`src/rtl/reg_dump_pkg.sv`:
```
// Shared types for the register-dump sequencer and its register file interface.
package reg_dump_pkg;

   // Dump sequencer states
   typedef enum logic [1:0] {
      IDLE  = 2'd0,
      DRAIN = 2'd1,
      READ  = 2'd2,
      DONE  = 2'd3
   } dump_state_t;

   // Default register-file geometry: 32 registers of 32 bits
   typedef logic [4:0]  regbits_t;
   typedef logic [31:0] word_t;

endpackage

```
`src/rtl/reg_dump_ctrl.sv`:
```
// Register dump sequencer: transparent between datapath and register file when
// idle; on request it takes read port 1, blocks writes, and streams every
// register over a valid/ready handshake while accumulating a checksum.
module reg_dump_ctrl
   import reg_dump_pkg::*;
#(
   parameter int NREGS     = 32,
   parameter int AW        = 5,
   parameter int DW        = 32,
   parameter int SKIP_ZERO = 1
) (
   input  logic          clk,
   input  logic          n_rst,
   input  logic          dump_start,
   input  logic          dp_WEN,
   input  logic [AW-1:0] dp_wsel,
   input  logic [DW-1:0] dp_wdat,
   input  logic [AW-1:0] dp_rsel1,
   input  logic [AW-1:0] dp_rsel2,
   output logic          rf_WEN,
   output logic [AW-1:0] rf_wsel,
   output logic [DW-1:0] rf_wdat,
   output logic [AW-1:0] rf_rsel1,
   output logic [AW-1:0] rf_rsel2,
   input  logic [DW-1:0] rf_rdat1,
   output logic          out_valid,
   input  logic          out_ready,
   output logic [DW-1:0] out_data,
   output logic [AW-1:0] out_idx,
   output logic          busy,
   output logic          dump_done,
   output logic [DW-1:0] checksum
);

   localparam logic [AW-1:0] FIRST_IDX = (SKIP_ZERO != 0) ? AW'(1) : '0;
   localparam logic [AW-1:0] LAST_IDX  = AW'(NREGS - 1);

   dump_state_t   state_q, state_d;
   logic [AW-1:0] idx_q, idx_d;
   logic [DW-1:0] checksum_q, checksum_d;

   // Next-state, index and checksum update
   always_comb begin
      state_d    = state_q;
      idx_d      = idx_q;
      checksum_d = checksum_q;
      case (state_q)
         IDLE: begin
            if (dump_start) begin
               state_d    = DRAIN;
               idx_d      = FIRST_IDX;
               checksum_d = '0;
            end
         end
         // One dead cycle so a write from the last pass-through cycle has landed
         DRAIN: state_d = READ;
         READ: begin
            if (out_ready) begin
               checksum_d = checksum_q + rf_rdat1;
               if (idx_q == LAST_IDX) begin
                  state_d = DONE;
               end else begin
                  idx_d = idx_q + 1'b1;
               end
            end
         end
         DONE:    state_d = IDLE;
         default: state_d = IDLE;
      endcase
   end

   // State registers; reset aborts any dump in progress
   always_ff @(posedge clk or negedge n_rst) begin
      if (!n_rst) begin
         state_q    <= IDLE;
         idx_q      <= '0;
         checksum_q <= '0;
      end else begin
         state_q    <= state_d;
         idx_q      <= idx_d;
         checksum_q <= checksum_d;
      end
   end

   // Output decode from registered state; write path and port 2 pass through
   always_comb begin
      busy      = (state_q != IDLE);
      out_valid = (state_q == READ);
      dump_done = (state_q == DONE);
      rf_WEN    = busy ? 1'b0 : dp_WEN;
      rf_wsel   = dp_wsel;
      rf_wdat   = dp_wdat;
      rf_rsel2  = dp_rsel2;
      rf_rsel1  = out_valid ? idx_q : dp_rsel1;
      out_idx   = out_valid ? idx_q : '0;
      out_data  = rf_rdat1;
      checksum  = checksum_q;
   end

endmodule

```
`config.mk`:
```
export PLATFORM = sky130hd
export DESIGN_NAME = reg_dump_ctrl
export DESIGN_NICKNAME = d
export VERILOG_FILES = /design/src/rtl/reg_dump_pkg.sv /design/src/rtl/reg_dump_ctrl.sv
export SDC_FILE = /design/constraint.sdc
export NUM_CORES = 1
export LEC_CHECK = 0
export BUFFER_PORTS_ARGS = -buffer_cell sky130_fd_sc_hd__buf_4
export CAP_MARGIN = 20
export CORE_MARGIN = 1
export CORE_UTILIZATION = 41
export DETAILED_ROUTE_END_ITERATION = 6
export GPL_TIMING_DRIVEN = 1
export HOLD_SLACK_MARGIN = 0.15
export PLACE_DENSITY = 0.74
export RECOVER_POWER = 100
export SLEW_MARGIN = 10
export SYNTH_ARGS = -nofsm -noshare
export SYNTH_HDL_FRONTEND = slang
export SYNTH_SLANG_ARGS = --single-unit
```
`constraint.sdc`:
```
create_clock -name clk -period 3.6 [get_ports clk]
set_input_delay 0 -clock clk [delete_from_list [all_inputs] [get_ports clk]]
set_output_delay 0 -clock clk [all_outputs]
set_load 0.005 [all_outputs]
```
==> results of run 1 <==
[worst max-delay path by stage]
stage                               endpoint  slack [ns]  cells past startpoint
finish              checksum[29]$_DFFE_PN0P_        0.63                      7
CTS                 checksum[28]$_DFFE_PN0P_        0.71                     11
floorplan           checksum[31]$_DFFE_PN0P_        1.06                     10
detailed placement  checksum[28]$_DFFE_PN0P_        0.72                     11
global route        checksum[29]$_DFFE_PN0P_        0.29                      7
global placement    checksum[28]$_DFFE_PN0P_        0.84                     11
[cell usage after synthesis, types with 8 or more instances]
cell type	count
nand3_1	13
a21o_1	21
inv_1	9
nand2b_1	8
buf_4	74
xnor2_1	8
ha_1	36
clkbuf_1	14
a21oi_1	31
nand2_1	53
nor2_1	20
dfrtp_1	39
o21ai_0	42
xor2_1	17
[routing by layer]
metal | GRT usage, % | vias to the layer above
met5 | 0 | -
met4 | 3.51 | 0
met3 | 4.11 | 4
met2 | 36.5 | 154
met1 | 24.9 | 1721
li1 | - | 1791
[cells by family after synthesis]
family	Yosys count	synth area share, %
flip-flops	39	24.8
AND/OR/NAND/NOR	132	16.1
multiplexers	4	1.15
adder cells (fa/ha/maj)	37	12.0
XOR/XNOR	25	5.57
buffers and inverters	104	17.4
AO/OA/AOI/OAI	137	23.0
[per-stage QoR]
stage / setup slack [ns] / utilization (%) / cells / area [µm²] / hold WS, ns
after global placement: 0.841 / 47.2 / 634 / 4360 / 0.0000346
after CTS: 0.708 / 53.3 / 687 / 4930 / 0.171
after detailed placement: 0.724 / 47.2 / 634 / 4360 / 0.0000346
after global routing: 0.293 / 52.8 / 687 / 4880 / 0.194
after floorplan: 1.06 / - / 478 / 3930 / -0.296
final: 0.627 / 52.8 / 687 / 4880 / 0.185
[timing repair]
action	in CTS	in global routing
endpoints found under the hold margin	84	0
endpoints found under the setup margin	0	0
hold buffers	45	0
[worst reg2reg max path, cell delays in order, from the launching register on]
cell and delay, ns:
dfrtp_1 0.41, inv_1 0.09, ha_1 0.14, clkbuf_1 0.60, nand3_1 0.72, clkbuf_1 0.46, o311a_1 0.41, nand3_1 0.08
[power by group through the flow]
stage          Clock, mW  Combinational (mW)  Sequential, mW
3_3_place_gp           0                2.06           0.753
6_report           0.403                2.09           0.750
5_1_grt            0.435                2.33           0.780
4_1_cts            0.410                2.15           0.756
3_5_place_dp           0                2.09           0.763
2_1_floorplan          0                1.45           0.745
[layout by cell type, fill, tap and decap left out, drive strengths merged, types with 4 or more instances in the layout]
cell	instances
and3	5
ha	36
o21ai	42
inv	9
clkbuf	82
nand2b	8
dlygate4sd3	45
mux2	4
nand3	13
a211oi	4
a21oi	31
o211ai	4
a22o	4
a31oi	4
xnor2	8
nor3	6
dfrtp	39
a21o	21
nor2	20
buf	46
nand4	6
and2	6
xor2	17
nand2	53
[registers in the layout, summed over array words and instances, names as in the netlist]
name      count
state_q       2
idx_q         5
checksum     32
[layout make-up]
cell class / instances / area, µm² / area share, %
clock inverter: 2 / 35.0 / 0.718
timing repair buffer: 167 / 1320 / 27.0
tap: 129 / 161 / 3.31
sequential: 39 / 976 / 20.0
inverter: 9 / 33.8 / 0.692
clock buffer: 6 / 82.6 / 1.69
multi-input combinational: 335 / 2270 / 46.6
==> impl_metrics.toml, run 1 <==
[worst_setup_path]
start_kind = "flip-flop"
crit_family = "buffers and inverters"
critPathMaxStageDelay_ns = 0.72
end_kind = "flip-flop"
cp_slowest_cell = "nand3_1"
critical_path_required_ns = 3.84
r2r_start = "state_q[0]$_DFFE_PN0P_"
worstPathArrival_ns = 3.21
cp_max_fo = 19
cp_cell_sequence = "inv_1, ha_1, clkbuf_1, nand3_1, clkbuf_1, o311a_1, nand3_1"
reg2reg_depth = 7
critPathKind = "flip-flop to flip-flop"
reg2reg_slack_ns = 0.63
critPathLaunch = "state_q[0]$_DFFE_PN0P_"
critical_path_buf_inv_count = 3
worstReg2RegEnd = "checksum[29]$_DFFE_PN0P_"

[layout]
n_fill_cell = 863
fin_nets = 678
drive_gt1_share_pct = 22.9
area_delta_synth_final_pct = 24.2
antenna_cells = 0

[placed_design]
hpwl_um = 7600
io_buffers = 119
gp_congestion = 0.905

[synthesis]
ys_seq_area_share_pct = 24.8
synth_edf_count = 0
synth-seq-cells = 39
synthCells = 478
syn_area_mm2 = 0.00393
ys_types = 58
synth_top_area_share_pct = 24.8
ys_top_cells_by_area = "dfrtp_1 25%, buf_4 14%, ha_1 11%"
synth_warnings = 0
synth_nets = 599
yosys_most_used_dff = "dfrtp_1"
yosys.area.top_type = "dfrtp_1"
syn_avg_cell_area_um2 = 8.22
synth-async-reset-ratio_pct = 100

[run]
cap_violations = 1

[timing]
finalHoldViolCount = 0
grt_setup_unrepaired = "false"
finalCritPeriodShare_pct = 82.6
tns_ns = 0
relSlewSlack_pct = -55.6
max_freq_mhz = 336
max_slew.worst_pin.slew_ns = 2.33
final_max_slew_viol_count = 40
fin_crit_ns = 2.97
setup_violations = 0
fin_skew_ns = 0.00768

[clock_network]
cts-root-buf = "clkbuf_8"
worstSkewPairLatency_ns = 0.30
clk_pin_slew_ns = 0.08
cts_buffer_depth = 2
numCtsBuffers = 5
cts_tree = "built"
numClockSinks = 39
post_cts_buffers = 0
htreeDepth = 2
cts_resized = 0

[min_path]
hp-class = "primary input to flip-flop"
hold_path.startpoint = "out_ready"
min_to = "state_q[1]$_DFFE_PN0P_"
worstHoldPathCells = 5

[detailed_routing]
wl_per_cell_um = 14.8
dr.first_iter.drc_count = 103
remaining_drc_errors = 0
drtPass1Iterations = 4
viasPerCell = 5.34
wirelength_um = 10200
routedLengthMet1_um = 4400
antenna_left = 0
dr_total_vias = 3670
route.met3.wl_um = 590
wl_met2_um = 5130
top_layer = "met4"

[power_and_ir_drop]
ir_drop_mv = 0.417
finalPower_mw = 3.25
clockPowerShare_pct = 12.4
p_per_area_mw_per_mm2 = 666
power.leakage_nw = 2.42
p_seq_share_pct = 23.1
power.switching_mw = 1.49
pwr-share-comb_pct = 64.5
swShare_pct = 46.0
intPower_mw = 1.75

[die]
die_w_um = 99.9
die_area_mm2 = 0.00998
design.core.area_mm2 = 0.00924
die_h_um = 99.9
fp-row-count = 35
pin_count = 204
start_util_pct = 42.5

[global_route]
grt_pass1_vias = 3395
gr-total-overflow = 0
grt_max_degree = 40
antenna_found_initial = 0
grt.total_usage_pct = 20.1
grt_pass1_wl_um = 16000

[outcome]
status = "complete, but fails checks"
violations = "max-capacitance violations, max-slew violations"
(Power assumes the default switching activity.)
==> run 2, diff against run 1 <==
==> constraint.sdc (replaced) <==
create_clock -name clk -period 2.9 [get_ports clk]
set_input_delay 0 -clock clk [delete_from_list [all_inputs] [get_ports clk]]
set_output_delay 0 -clock clk [all_outputs]
set_load 0.005 [all_outputs]
==> impl_metrics.toml, run 2 (synthesis results as in run 1) <==
[outcome]
status = "complete, but fails checks"
violations = "max-capacitance violations, max-slew violations"

[worst_setup_path]
critPathKind = "flip-flop to flip-flop"
crit_family = "compound AO/OA/AOI/OAI gates"
cp_slowest_cell = "dfrtp_1"
end_kind = "flip-flop"
cp.depth = 9
reg2reg_depth = 9
worstPathArrival_ns = 2.97
cp_max_fo = 4
cp_cell_sequence = "ha_1, a211oi_2, o21ai_0, a41o_1, a41oi_2, a41oi_1, or3_1, and3_1, a211o_1"
critical_path_buf_inv_count = 0
start_kind = "flip-flop"
critPathMaxStageDelay_ns = 0.42
critical_path_required_ns = 3.09

[timing]
final_max_slew_viol_count = 40
grt_setup_unrepaired = "false"
relSlewSlack_pct = -47.8
fin_skew_ns = 0.00562
tns_ns = 0
max_freq_mhz = 360
max_slew.worst_pin.slew_ns = 2.22
setup_slack_ns = 0.120
setup_violations = 0
fin_crit_ns = 2.78
finalCritPeriodShare_pct = 95.9
finalHoldViolCount = 0

[die]
fp-row-count = 35
die_w_um = 99.9
design.core.area_mm2 = 0.00924
pin_count = 204
die_area_mm2 = 0.00998
die_h_um = 99.9
start_util_pct = 42.5

[clock_network]
post_cts_buffers = 0
cts_buffer_depth = 2
clk_pin_slew_ns = 0.08
htreeDepth = 2
numCtsBuffers = 5
cts-root-buf = "clkbuf_8"
worstSkewPairLatency_ns = 0.30
cts_tree = "built"
numClockSinks = 39

[power_and_ir_drop]
ir_drop_mv = 0.532
p_per_area_mw_per_mm2 = 841
power.leakage_nw = 2.44

[global_route]
gr-total-overflow = 0
grt.total_usage_pct = 20.1
antenna_found_initial = 0
grt_pass1_vias = 3488
grt_pass1_wl_um = 16200
grt_max_degree = 40

[placed_design]
hpwl_um = 7730
placed_cells = 636
io_buffers = 119
gp_congestion = 0.918
pre_cts_ws_ns = 0.0318

[detailed_routing]
wirelength_um = 10100
dr_total_vias = 3651
dr.first_iter.drc_count = 140
viasPerCell = 5.30
remaining_drc_errors = 0
antenna_left = 0
drtPass1Iterations = 4
wl_per_cell_um = 14.7

[layout]
fin_cells = 689
final_common_cell = "clkbuf_4"
largest_reg_flops = 32
final_core_util_pct = 53.3
most-common-layout-cells = "61 x clkbuf_4, 53 x nand2_1, 49 x buf_4, 45 x dlygate4sd3_1, 40 x o21ai_0"
fin_nets = 680
area_delta_synth_final_pct = 25.4
antenna_cells = 0
drive_gt1_share_pct = 23.8

[min_path]
hp-class = "primary input to flip-flop"
worstHoldPathCells = 4

[run]
cap_violations = 1
==> run 2: cell types whose count changed in the layout (fill, tap and decap cells not counted), moves of 2 or more <==
cell / previous run / this run
buf_4: 46 / 49
a21oi_1: 31 / 29
a21oi_2: 0 / 2
clkbuf_4: 63 / 61
o21ai_0: 42 / 40
o21ai_1: 0 / 2
==> run 2: cell type report <==
type / instances / area (µm²)
Fill cell: 879 / 4320
Multi-Input combinational cell: 335 / 2290
Clock buffer: 5 / 68.8
Tap cell: 129 / 161
Sequential cell: 39 / 976
Clock inverter: 3 / 67.6
Timing Repair Buffer: 169 / 1330
Inverter: 9 / 33.8
==> run 2: worst min-delay path, stage by stage <==
cell and delay [ns]:
buf_4 0.10, ha_1 0.16, xor2_1 0.06, o21ai_0 0.13
==> run 2: what timing repair did <==
item	4_1_cts	5_1_grt
hold buffers	45	0
endpoints found under the hold margin	84	0
resized for setup	0	7
setup endpoints to repair	0	6
==> run 2: path summary, 6_finish.rpt <==
kind,from,to,slack [ns]
setup / recovery,checksum[1]$_DFFE_PN0P_,checksum[31]$_DFFE_PN0P_,0.12
hold / removal,rf_rdat1[30],checksum[30]$_DFFE_PN0P_,0.19
setup reg to reg,checksum[1]$_DFFE_PN0P_,checksum[31]$_DFFE_PN0P_,0.12
hold reg to reg,checksum[7]$_DFFE_PN0P_,checksum[7]$_DFFE_PN0P_,0.52
max in group asynchronous,n_rst,checksum[2]$_DFFE_PN0P_,0.74
min in group asynchronous,n_rst,checksum[19]$_DFFE_PN0P_,0.89
==> run 2: through the flow <==
step                      total power [mW]  hold WS, ns  instance area, µm²
final                                 4.14        0.189                4920
after global routing                  4.52        0.199                4920
after CTS                             4.20        0.180                4960
after detailed placement              3.57    0.0000346                4370
after global placement                3.52    0.0000346                4370
after floorplan                       2.72       -0.296                3930
==> run 2: power breakdown <==
| group | internal, mW | total, mW | switching, mW |
|---|---|---|---|
| clock | 0.343 | 0.557 | 0.214 |
| sequential | 0.753 | 0.931 | 0.177 |
| combinational | 1.17 | 2.65 | 1.48 |
==> run 2: metal layers <==
| metal | GRT usage (%) | vias to the layer above | wire length, µm |
|---|---|---|---|
| met5 | 0 | - | 0 |
| met4 | 4.30 | 0 | 125 |
| met3 | 3.06 | 12 | 489 |
| met2 | 36.7 | 145 | 5130 |
| met1 | 24.9 | 1713 | 4380 |
| li1 | - | 1781 | - |
